$ cat src/rtl/arbitro_balance_if.sv
// rtl/arbitro_balance_if.sv - request/response bundle between ATM controllers and the balance arbiter
// Signals:
//   REQ[N_REQ]        level request per controller, held until its DONE
//   TIPO[N_REQ]       1 = withdrawal (retiro), 0 = deposit
//   MONTO[N_REQ*W]    amount, controller i uses [i*W +: W]
//   GNT[N_REQ]        one-hot grant
//   DONE[N_REQ]       one-hot single-cycle completion pulse
//   RES_OK / RES_FONDOS / RES_DESBORDE  outcome flags, valid with DONE
//   BALANCE[W]        committed balance
//   BUSY              arbiter not idle
// Modports: master = controller side, slave = arbiter side.
interface arbitro_balance_if #(
   parameter int N_REQ = 2,
   parameter int W     = 32
);
   logic [N_REQ-1:0]   REQ;
   logic [N_REQ-1:0]   TIPO;
   logic [N_REQ*W-1:0] MONTO;
   logic [N_REQ-1:0]   GNT;
   logic [N_REQ-1:0]   DONE;
   logic               RES_OK;
   logic               RES_FONDOS;
   logic               RES_DESBORDE;
   logic [W-1:0]       BALANCE;
   logic               BUSY;

   modport master (
      output REQ, TIPO, MONTO,
      input  GNT, DONE, RES_OK, RES_FONDOS, RES_DESBORDE, BALANCE, BUSY
   );

   modport slave (
      input  REQ, TIPO, MONTO,
      output GNT, DONE, RES_OK, RES_FONDOS, RES_DESBORDE, BALANCE, BUSY
   );
endinterface

$ cat src/rtl/arbitro_balance.sv
// rtl/arbitro_balance.sv - round-robin arbiter and sequencer for a shared account balance
// Ports:
//   CLK    clock, rising edge
//   RESET  synchronous, active-high
//   bus    arbitro_balance_if.slave (REQ/TIPO/MONTO in; GNT/DONE/RES_*/BALANCE/BUSY out)
// One transaction per three cycles at best: IDLE (grant) -> EXEC (update) -> RESP (DONE pulse).
module arbitro_balance #(
   parameter int             N_REQ        = 2,
   parameter int             W            = 32,
   parameter logic [W-1:0]   BALANCE_INIT = W'(5000)
) (
   input  logic              CLK,
   input  logic              RESET,
   arbitro_balance_if.slave  bus
);

   localparam int IW = (N_REQ > 1) ? $clog2(N_REQ) : 1;

   typedef enum logic [1:0] {IDLE, EXEC, RESP} state_t;

   state_t          state;
   logic [IW-1:0]   ptr;       // last granted requester
   logic            tipo_q;
   logic [W-1:0]    monto_q;

   logic [IW-1:0]   sel;
   logic            any_req;
   logic [W:0]      sum;
   int              j;

   // Scan ptr+1, ptr+2, ... wrapping at N_REQ; first asserted request wins.
   always_comb begin
      sel     = ptr;
      any_req = 1'b0;
      j       = 0;
      for (int k = 1; k <= N_REQ; k++) begin
         j = int'(ptr) + k;
         if (j >= N_REQ) j = j - N_REQ;
         if (!any_req && bus.REQ[j]) begin
            any_req = 1'b1;
            sel     = j[IW-1:0];
         end
      end
   end

   // One extra bit so a deposit that wraps W bits is detectable.
   assign sum = {1'b0, bus.BALANCE} + {1'b0, monto_q};

   always_ff @(posedge CLK) begin
      if (RESET) begin
         state            <= IDLE;
         ptr              <= IW'(N_REQ - 1);
         tipo_q           <= 1'b0;
         monto_q          <= '0;
         bus.BALANCE      <= BALANCE_INIT;
         bus.GNT          <= '0;
         bus.DONE         <= '0;
         bus.RES_OK       <= 1'b0;
         bus.RES_FONDOS   <= 1'b0;
         bus.RES_DESBORDE <= 1'b0;
         bus.BUSY         <= 1'b0;
      end else begin
         case (state)
            IDLE: begin
               if (any_req) begin
                  ptr      <= sel;
                  tipo_q   <= bus.TIPO[sel];
                  monto_q  <= bus.MONTO[int'(sel)*W +: W];
                  bus.GNT  <= N_REQ'(1) << sel;
                  bus.BUSY <= 1'b1;
                  state    <= EXEC;
               end
            end
            EXEC: begin
               // GNT is already one-hot on the winner, so it doubles as the DONE pattern.
               bus.DONE <= bus.GNT;
               state    <= RESP;
               if (tipo_q) begin
                  if (monto_q <= bus.BALANCE) begin
                     bus.BALANCE <= bus.BALANCE - monto_q;
                     bus.RES_OK  <= 1'b1;
                  end else begin
                     bus.RES_FONDOS <= 1'b1;
                  end
               end else begin
                  if (sum[W]) begin
                     bus.RES_DESBORDE <= 1'b1;
                  end else begin
                     bus.BALANCE <= sum[W-1:0];
                     bus.RES_OK  <= 1'b1;
                  end
               end
            end
            RESP: begin
               bus.GNT          <= '0;
               bus.DONE         <= '0;
               bus.RES_OK       <= 1'b0;
               bus.RES_FONDOS   <= 1'b0;
               bus.RES_DESBORDE <= 1'b0;
               bus.BUSY         <= 1'b0;
               state            <= IDLE;
            end
            default: state <= IDLE;
         endcase
      end
   end

endmodule
$ cat src/flat_wrapper.sv
// flat-port wrapper written by rule: the top's interface ports become plain ports
module arbitro_balance_flat 
#(
   parameter int             N_REQ        = 2,
   parameter int             W            = 32,
   parameter logic [W-1:0]   BALANCE_INIT = W'(5000)
)
  (CLK, RESET, bus_REQ, bus_TIPO, bus_MONTO, bus_GNT, bus_DONE, bus_RES_OK, bus_RES_FONDOS, bus_RES_DESBORDE, bus_BALANCE, bus_BUSY);
  arbitro_balance_if #(.N_REQ(N_REQ), .W(W)) bus_i ();
  input  logic CLK;
  input  logic RESET;
  input wire logic [$bits(bus_i.REQ)-1:0] bus_REQ;
  input wire logic [$bits(bus_i.TIPO)-1:0] bus_TIPO;
  input wire logic [$bits(bus_i.MONTO)-1:0] bus_MONTO;
  output wire logic [$bits(bus_i.GNT)-1:0] bus_GNT;
  output wire logic [$bits(bus_i.DONE)-1:0] bus_DONE;
  output wire logic [$bits(bus_i.RES_OK)-1:0] bus_RES_OK;
  output wire logic [$bits(bus_i.RES_FONDOS)-1:0] bus_RES_FONDOS;
  output wire logic [$bits(bus_i.RES_DESBORDE)-1:0] bus_RES_DESBORDE;
  output wire logic [$bits(bus_i.BALANCE)-1:0] bus_BALANCE;
  output wire logic [$bits(bus_i.BUSY)-1:0] bus_BUSY;
  assign bus_i.REQ = bus_REQ;
  assign bus_i.TIPO = bus_TIPO;
  assign bus_i.MONTO = bus_MONTO;
  assign bus_GNT = bus_i.GNT;
  assign bus_DONE = bus_i.DONE;
  assign bus_RES_OK = bus_i.RES_OK;
  assign bus_RES_FONDOS = bus_i.RES_FONDOS;
  assign bus_RES_DESBORDE = bus_i.RES_DESBORDE;
  assign bus_BALANCE = bus_i.BALANCE;
  assign bus_BUSY = bus_i.BUSY;
  arbitro_balance #(.N_REQ(N_REQ), .W(W), .BALANCE_INIT(BALANCE_INIT)) u_core (.CLK(CLK), .RESET(RESET), .bus(bus_i));
endmodule
$ cat config.mk
export PLATFORM = sky130hd
export DESIGN_NAME = arbitro_balance_flat
export DESIGN_NICKNAME = d
export VERILOG_FILES = /design/src/rtl/arbitro_balance_if.sv /design/src/rtl/arbitro_balance.sv /design/src/flat_wrapper.sv
export SDC_FILE = /design/constraint.sdc
export NUM_CORES = 1
export LEC_CHECK = 0
export CORE_MARGIN = 2
export CORE_UTILIZATION = 55
export DETAILED_ROUTE_END_ITERATION = 6
export HOLD_SLACK_MARGIN = 0.03
export PLACE_DENSITY = 0.82
export SYNTH_ARGS = -nofsm -noshare
export SYNTH_HDL_FRONTEND = slang
export SYNTH_SLANG_ARGS = --single-unit
$ cat constraint.sdc
create_clock -name CLK -period 4.1 [get_ports CLK]
set_input_delay 0.82 -clock CLK [delete_from_list [all_inputs] [get_ports CLK]]
set_output_delay 0.82 -clock CLK [all_outputs]
set_load 0.02 [all_outputs]
==> impl_metrics.py, run 1 <==
metrics = {
    "clocking": {
        "cts.sinks": 76,
        "cts_max_level": 3,
        "cts-buffers-inserted": 9,
        "clkSlewWorstSetupHoldPaths_ps": 60,
        "cts_tree": "done",
        "clock_latency_ps": 350,
        "clock-root-buffer": "clkbuf_16",
        "clk_path_buf_depth": 2,
        "cts_hold_buffers": 0,
    },
    "routing": {
        "post_drt_wl_per_cell_um": 17.7,
        "drt_iter0_markers": 710,
        "antenna_left": 0,
        "vias": 7447,
        "remaining_drc_errors": 0,
        "wl_um": 21300,
        "drt_first_pass_iters": 5,
        "avgViaCountPerCell": 6.20,
    },
    "timing": {
        "slew_viol_final": 0,
        "fmaxAchievable_ghz": 0.275,
        "slew_headroom": 0.383,
        "setup_viol": 0,
        "hold_viol_final": 0,
        "post-route-period-util": 0.888,
        "tightest_slew_ps": 925,
        "finClkSkew_ps": 9.05,
        "setup_tns_ps": 0,
        "min_period_ps": 3640,
        "grt_setup_unrepaired": "false",
        "fin_hold_ws_ps": 465,
    },
    "critical_path": {
        "setup.worst_path.start": "u_core.monto_q[21]",
        "end_kind": "register",
        "crit_path_max_fanout": 11,
        "cp-start-kind": "register",
        "worst-endpoint-required_ps": 4300,
        "reg2regPathDepth": 11,
        "cp-endpoint": "u_core.bus.BALANCE[19]",
        "critical_path_class": "reg2reg",
        "crit_arrival_ps": 3840,
        "r2r_end": "u_core.bus.BALANCE[19]",
        "rrSetupSlack_ps": 460,
        "reg2reg_from": "u_core.monto_q[21]",
    },
    "grt": {
        "grtUsageTotal": 0.326,
        "grt_max_degree": 67,
        "first_global_vias": 6783,
        "antenna_found_initial": 0,
        "grt_overflow": 0,
        "grt_pass1_wl_um": 34500,
    },
    "synth": {
        "syn_inst": 939,
        "syn_area_per_cell_um2": 7.36,
        "synth_area_leaders": "dfxtp_1 22%, ha_1 12%, nor2_1 6.4%",
        "ys_seq_area_frac": 0.220,
        "synth_top_area_share": 0.220,
        "synthesis.area_um2": 6910,
        "yosysUniqueCellTypes": 69,
        "synth-async-reset-ratio": 0,
        "synth.net_count": 1079,
        "synth_flop_cell": "dfxtp_1",
        "synth_seq_cells": 76,
        "synth_edf_count": 0,
        "ys_warn_count": 0,
        "synth_top_cell_by_area": "dfxtp_1",
    },
    "finish": {
        "final_cell_mix": "117 x nor2_1, 108 x clkdlybuf4s50_1, 81 x a21oi_1",
        "design_area_um2": 8500,
        "area_growth_pct": 23.1,
        "final_nets": 1169,
        "layout-drive-gt1-share": 0.0561,
        "n_antenna_cell": 0,
        "fillCellCount": 989,
        "final_common_cell": "nor2_1",
        "final_util": 0.702,
    },
    "flow_run": {
        "drv_cap": 0,
    },
    "power_and_ir_drop": {
        "p_leak_nw": 3.57,
        "cellPowerDensity_nw_per_um2": 493,
        "p_total_mw": 4.19,
        "ir_drop_mv": 0.269,
    },
    "die": {
        "ioPinCount": 110,
        "dieArea_um2": 13500,
        "core_um2": 12100,
        "start_util": 0.570,
        "fp.dieW_um": 116,
        "die_h_um": 116,
        "rows": 40,
    },
    "place": {
        "place_congestion": 1.00,
        "io_buffers": 109,
        "dpl_cell_area_um2": 8200,
        "dp_hpwl_um": 16300,
    },
    "worst_hold_path": {
        "worstHoldStart": "u_core.bus.DONE[1]",
        "min_path_type": "reg2reg",
    },
    "run_status": {
        "status": "complete, no violations",
    },
}
## repair_timing
| item | CTS | global route |
|---|---|---|
| buffers inserted | 0 | 0 |
| resized for setup | 0 | 1 |
| setup endpoints to repair | 0 | 1 |
## cells by family (layout without fill, tap and decap cells)
family                   Yosys count  after routing  share of synthesized area
flip-flops                        76             76                      0.220
AO/OA/AOI/OAI                    301            301                      0.290
buffers and inverters            128            223                     0.0719
multiplexers                      38             38                     0.0551
AND/OR/NAND/NOR                  311            311                      0.215
adder cells (fa/ha/maj)           70             70                      0.129
XOR/XNOR                          15             15                     0.0190
## how the worst min path moves through the flow
stage                          to  slack, ps  cells after the start
6_report       u_core.bus.DONE[1]        460                      2
5_1_grt        u_core.bus.DONE[1]        500                      2
4_1_cts        u_core.bus.DONE[1]        470                      2
3_5_place_dp   u_core.bus.DONE[1]        460                      2
3_3_place_gp   u_core.bus.DONE[1]        460                      2
2_1_floorplan          u_core.ptr        470                      2
## power breakdown
| part | internal [mW] | switching [mW] |
|---|---|---|
| combinational | 0.938 | 1.46 |
| clock | 0.474 | 0.343 |
| sequential | 0.863 | 0.115 |
## state kept, by name, indices dropped and copies added (netlist names), 2 cells and up
name	cells
u_core.bus.BALANCE	32
u_core.monto_q	32
u_core.bus.DONE	2
u_core.bus.GNT	2
u_core.state	2
## metal layers
layer  track usage  share of wire
met1         0.455           0.44
met4         0.111          0.022
met2         0.497           0.44
met3        0.0722           0.10
met5             0              0
## final cells by class
cell class	count	area (µm²)	area share
clock buffer	9	225	0.0265
sequential	76	1520	0.179
clock inverter	7	75.1	0.00883
inverter	70	263	0.0309
multi-input combinational	735	4910	0.578
tap	168	210	0.0247
timing repair buffer	137	1300	0.152
## critical path, cell delays in order, from the launching register on
cell	delay, ps
dfxtp_1	350
inv_1	50
ha_1	460
inv_2	120
a21o_1	240
a2111o_1	430
a311oi_1	430
a21oi_1	280
or3_4	530
buf_4	200
nor4_1	300
nor4_1	90
## per-stage QoR
stage          instances  worst slack, ps
6_report            1202              459
5_1_grt             1202              152
4_1_cts             1202              386
3_5_place_dp        1186              413
3_3_place_gp        1186              489
2_1_floorplan        939              957
## cells in the mapped netlist (all sizes together) (16+ instances only)
cell type / instances
nand2: 57
clkbuf: 39
o211ai: 18
nand4: 16
a211oi: 49
ha: 68
nand3: 25
buf: 19
nor3: 25
a21oi: 81
nor2: 117
mux2i: 38
o21ai: 51
inv: 69
dfxtp: 76
Note: power is estimated with default switching activity, not from simulation.
==> run 2, diff against run 1 <==
- CTS_BUF_LIST: default -> sky130_fd_sc_hd__clkbuf_8 sky130_fd_sc_hd__clkbuf_16
==> results of run 2 <==
Final layout, timing and power as in run 1 (identical DEF).
==> run 3, diff against run 2 <==
- CORE_MARGIN: 2 -> default
==> run 3 against run 2 <==
Net effect:
- final area decreased by 0.15%
- wire length rose by 2.5%
- fmax fell by 1.1%
- clock power is 7.7% higher
- worst hold slack better by 7.5 ps
- highest routed layer unchanged
- count of clock-buffer cells in the layout did not move
- combinational power is essentially flat
- via count up 0.63%
- power rose by 1.0%
- critical endpoint unchanged
- final cell count down 0.50%
- die area fell by 3.4%
==> impl_metrics.py, run 3 (synthesized netlist as in run 1, its figures left out) <==
metrics = {
    "clocking": {
        "post_cts_resized": 0,
        "clk_path_buf_depth": 2,
        "post_cts_buffers": 0,
        "cts-buffers-inserted": 9,
        "cts_tree": "done",
        "cts.sinks": 76,
        "cts_max_level": 3,
        "clock-root-buffer": "clkbuf_16",
        "clkSlewWorstSetupHoldPaths_ps": 60,
        "clock_latency_ps": 360,
        "cts_hold_buffers": 0,
    },
    "finish": {
        "reg.largest.list": "u_core.bus.BALANCE x32, u_core.monto_q x32",
        "final_util": 0.701,
        "n_antenna_cell": 0,
        "design_area_um2": 8490,
        "final_cell_mix": "117 x nor2_1, 108 x clkdlybuf4s50_1, 81 x a21oi_1",
        "layout-drive-gt1-share": 0.0496,
        "fillCellCount": 1066,
        "area_growth_pct": 22.9,
        "final_nets": 1163,
        "final_common_cell": "nor2_1",
    },
    "grt": {
        "antenna_found_initial": 0,
        "grt_overflow": 0,
        "grtUsageTotal": 0.341,
        "grt_pass1_wl_um": 34800,
        "first_global_vias": 6799,
        "grt_max_degree": 67,
    },
    "place": {
        "place_congestion": 1.02,
        "dpl_cell_area_um2": 8170,
        "dp_hpwl_um": 16700,
        "io_buffers": 109,
    },
    "routing": {
        "avgViaCountPerCell": 6.27,
        "drt_iter0_markers": 704,
        "antenna_left": 0,
        "drt_first_pass_iters": 5,
        "remaining_drc_errors": 0,
        "post_drt_wl_per_cell_um": 18.2,
        "wl_um": 21800,
        "vias": 7494,
    },
    "die": {
        "die_h_um": 114,
        "fp.dieW_um": 114,
        "dieArea_um2": 13000,
        "core_um2": 12100,
        "start_util": 0.570,
        "rows": 40,
        "ioPinCount": 110,
    },
    "timing": {
        "fin_hold_ws_ps": 472,
        "min_period_ps": 3680,
        "slew_viol_final": 0,
        "hold_viol_final": 0,
        "setup_viol": 0,
        "setup_tns_ps": 0,
        "tightest_slew_ps": 901,
        "fmaxAchievable_ghz": 0.272,
        "finClkSkew_ps": 9.42,
        "grt_setup_unrepaired": "false",
        "slew_headroom": 0.398,
        "post-route-period-util": 0.898,
    },
    "worst_hold_path": {
        "min_path_type": "reg2reg",
        "worstHoldStart": "u_core.bus.DONE[1]",
    },
    "critical_path": {
        "rrSetupSlack_ps": 420,
        "end_kind": "register",
        "reg2reg_from": "u_core.monto_q[21]",
        "crit_arrival_ps": 3880,
        "worst-endpoint-required_ps": 4300,
        "critical_path_class": "reg2reg",
        "cp-start-kind": "register",
        "cp-endpoint": "u_core.bus.BALANCE[19]",
        "setup.worst_path.start": "u_core.monto_q[21]",
        "r2r_end": "u_core.bus.BALANCE[19]",
        "reg2regPathDepth": 11,
        "crit_path_max_fanout": 15,
    },
    "run_status": {
        "status": "complete, no violations",
    },
    "power_and_ir_drop": {
        "power.clock.fraction": 0.208,
        "internal-power_mw": 2.32,
        "p_switching_mw": 1.92,
        "ir_drop_mv": 0.257,
        "p_leak_nw": 3.56,
        "p_seq_frac": 0.233,
        "cellPowerDensity_nw_per_um2": 498,
        "switching_share": 0.453,
        "combPwrFrac": 0.559,
    },
    "flow_run": {
        "drv_cap": 0,
    },
}
-- run 3: cell count changes in the layout (fill, tap and decap cells not counted), sizes merged --
| cell | previous run | this run |
|---|---|---|
| clkinv | 2 | 5 |
| clkinvlp | 3 | 0 |
| bufinv | 1 | 2 |
| buf | 29 | 23 |
| inv | 71 | 70 |
-- run 3: how the worst min path moves through the flow --
stage	cells past startpoint	to
after floorplan	2	u_core.ptr
after global placement	2	u_core.bus.DONE[1]
after detailed placement	2	u_core.bus.DONE[1]
after CTS	2	u_core.bus.DONE[1]
after global routing	2	u_core.bus.DONE[1]
final	2	u_core.bus.DONE[1]
-- run 3: worst max-delay path, stage by stage (launching register included) --
cell      delay, ps
dfxtp_1         370
inv_1            60
ha_1            470
inv_2           110
a21o_1          240
a2111o_1        450
a311oi_1        450
a21oi_1         270
or3_1           460
buf_4           220
nor4_1          330
nor4_1          100
-- run 3: per-stage QoR --
stage	total power [mW]	setup WS [ps]	cells
after global placement	3.27	669	1180
after CTS	4.18	532	1196
final	4.23	419	1196
after floorplan	2.57	957	939
after global routing	4.48	242	1196
after detailed placement	3.28	543	1180
-- run 3: area by class of cell --
class                      instances  area [µm²]  share of cell area
clock buffer                       9         225              0.0265
clock inverter                     7         100              0.0118
inverter                          70         263              0.0309
multi-input combinational        735        4910               0.578
sequential                        76        1520               0.179
tap                              168         210              0.0248
timing repair buffer             131        1260               0.149
-- run 3: power groups by stage --
stage | clock network [mW] | logic [mW] | registers, mW
6_report | 0.880 | 2.36 | 0.987
5_1_grt | 0.921 | 2.55 | 1.01
4_1_cts | 0.892 | 2.30 | 0.985
3_5_place_dp | 0 | 2.28 | 1.00
3_3_place_gp | 0 | 2.28 | 0.992
2_1_floorplan | 0 | 1.52 | 1.05
-- run 3: layer usage --
metal / vias up / part of all wire / GRT usage
met1: 3420 / 0.44 / 0.469
met2: 410 / 0.43 / 0.524
met5: - / 0 / 0
li1: 3606 / - / -
met4: 0 / 0.032 / 0.143
met3: 58 / 0.095 / 0.0625
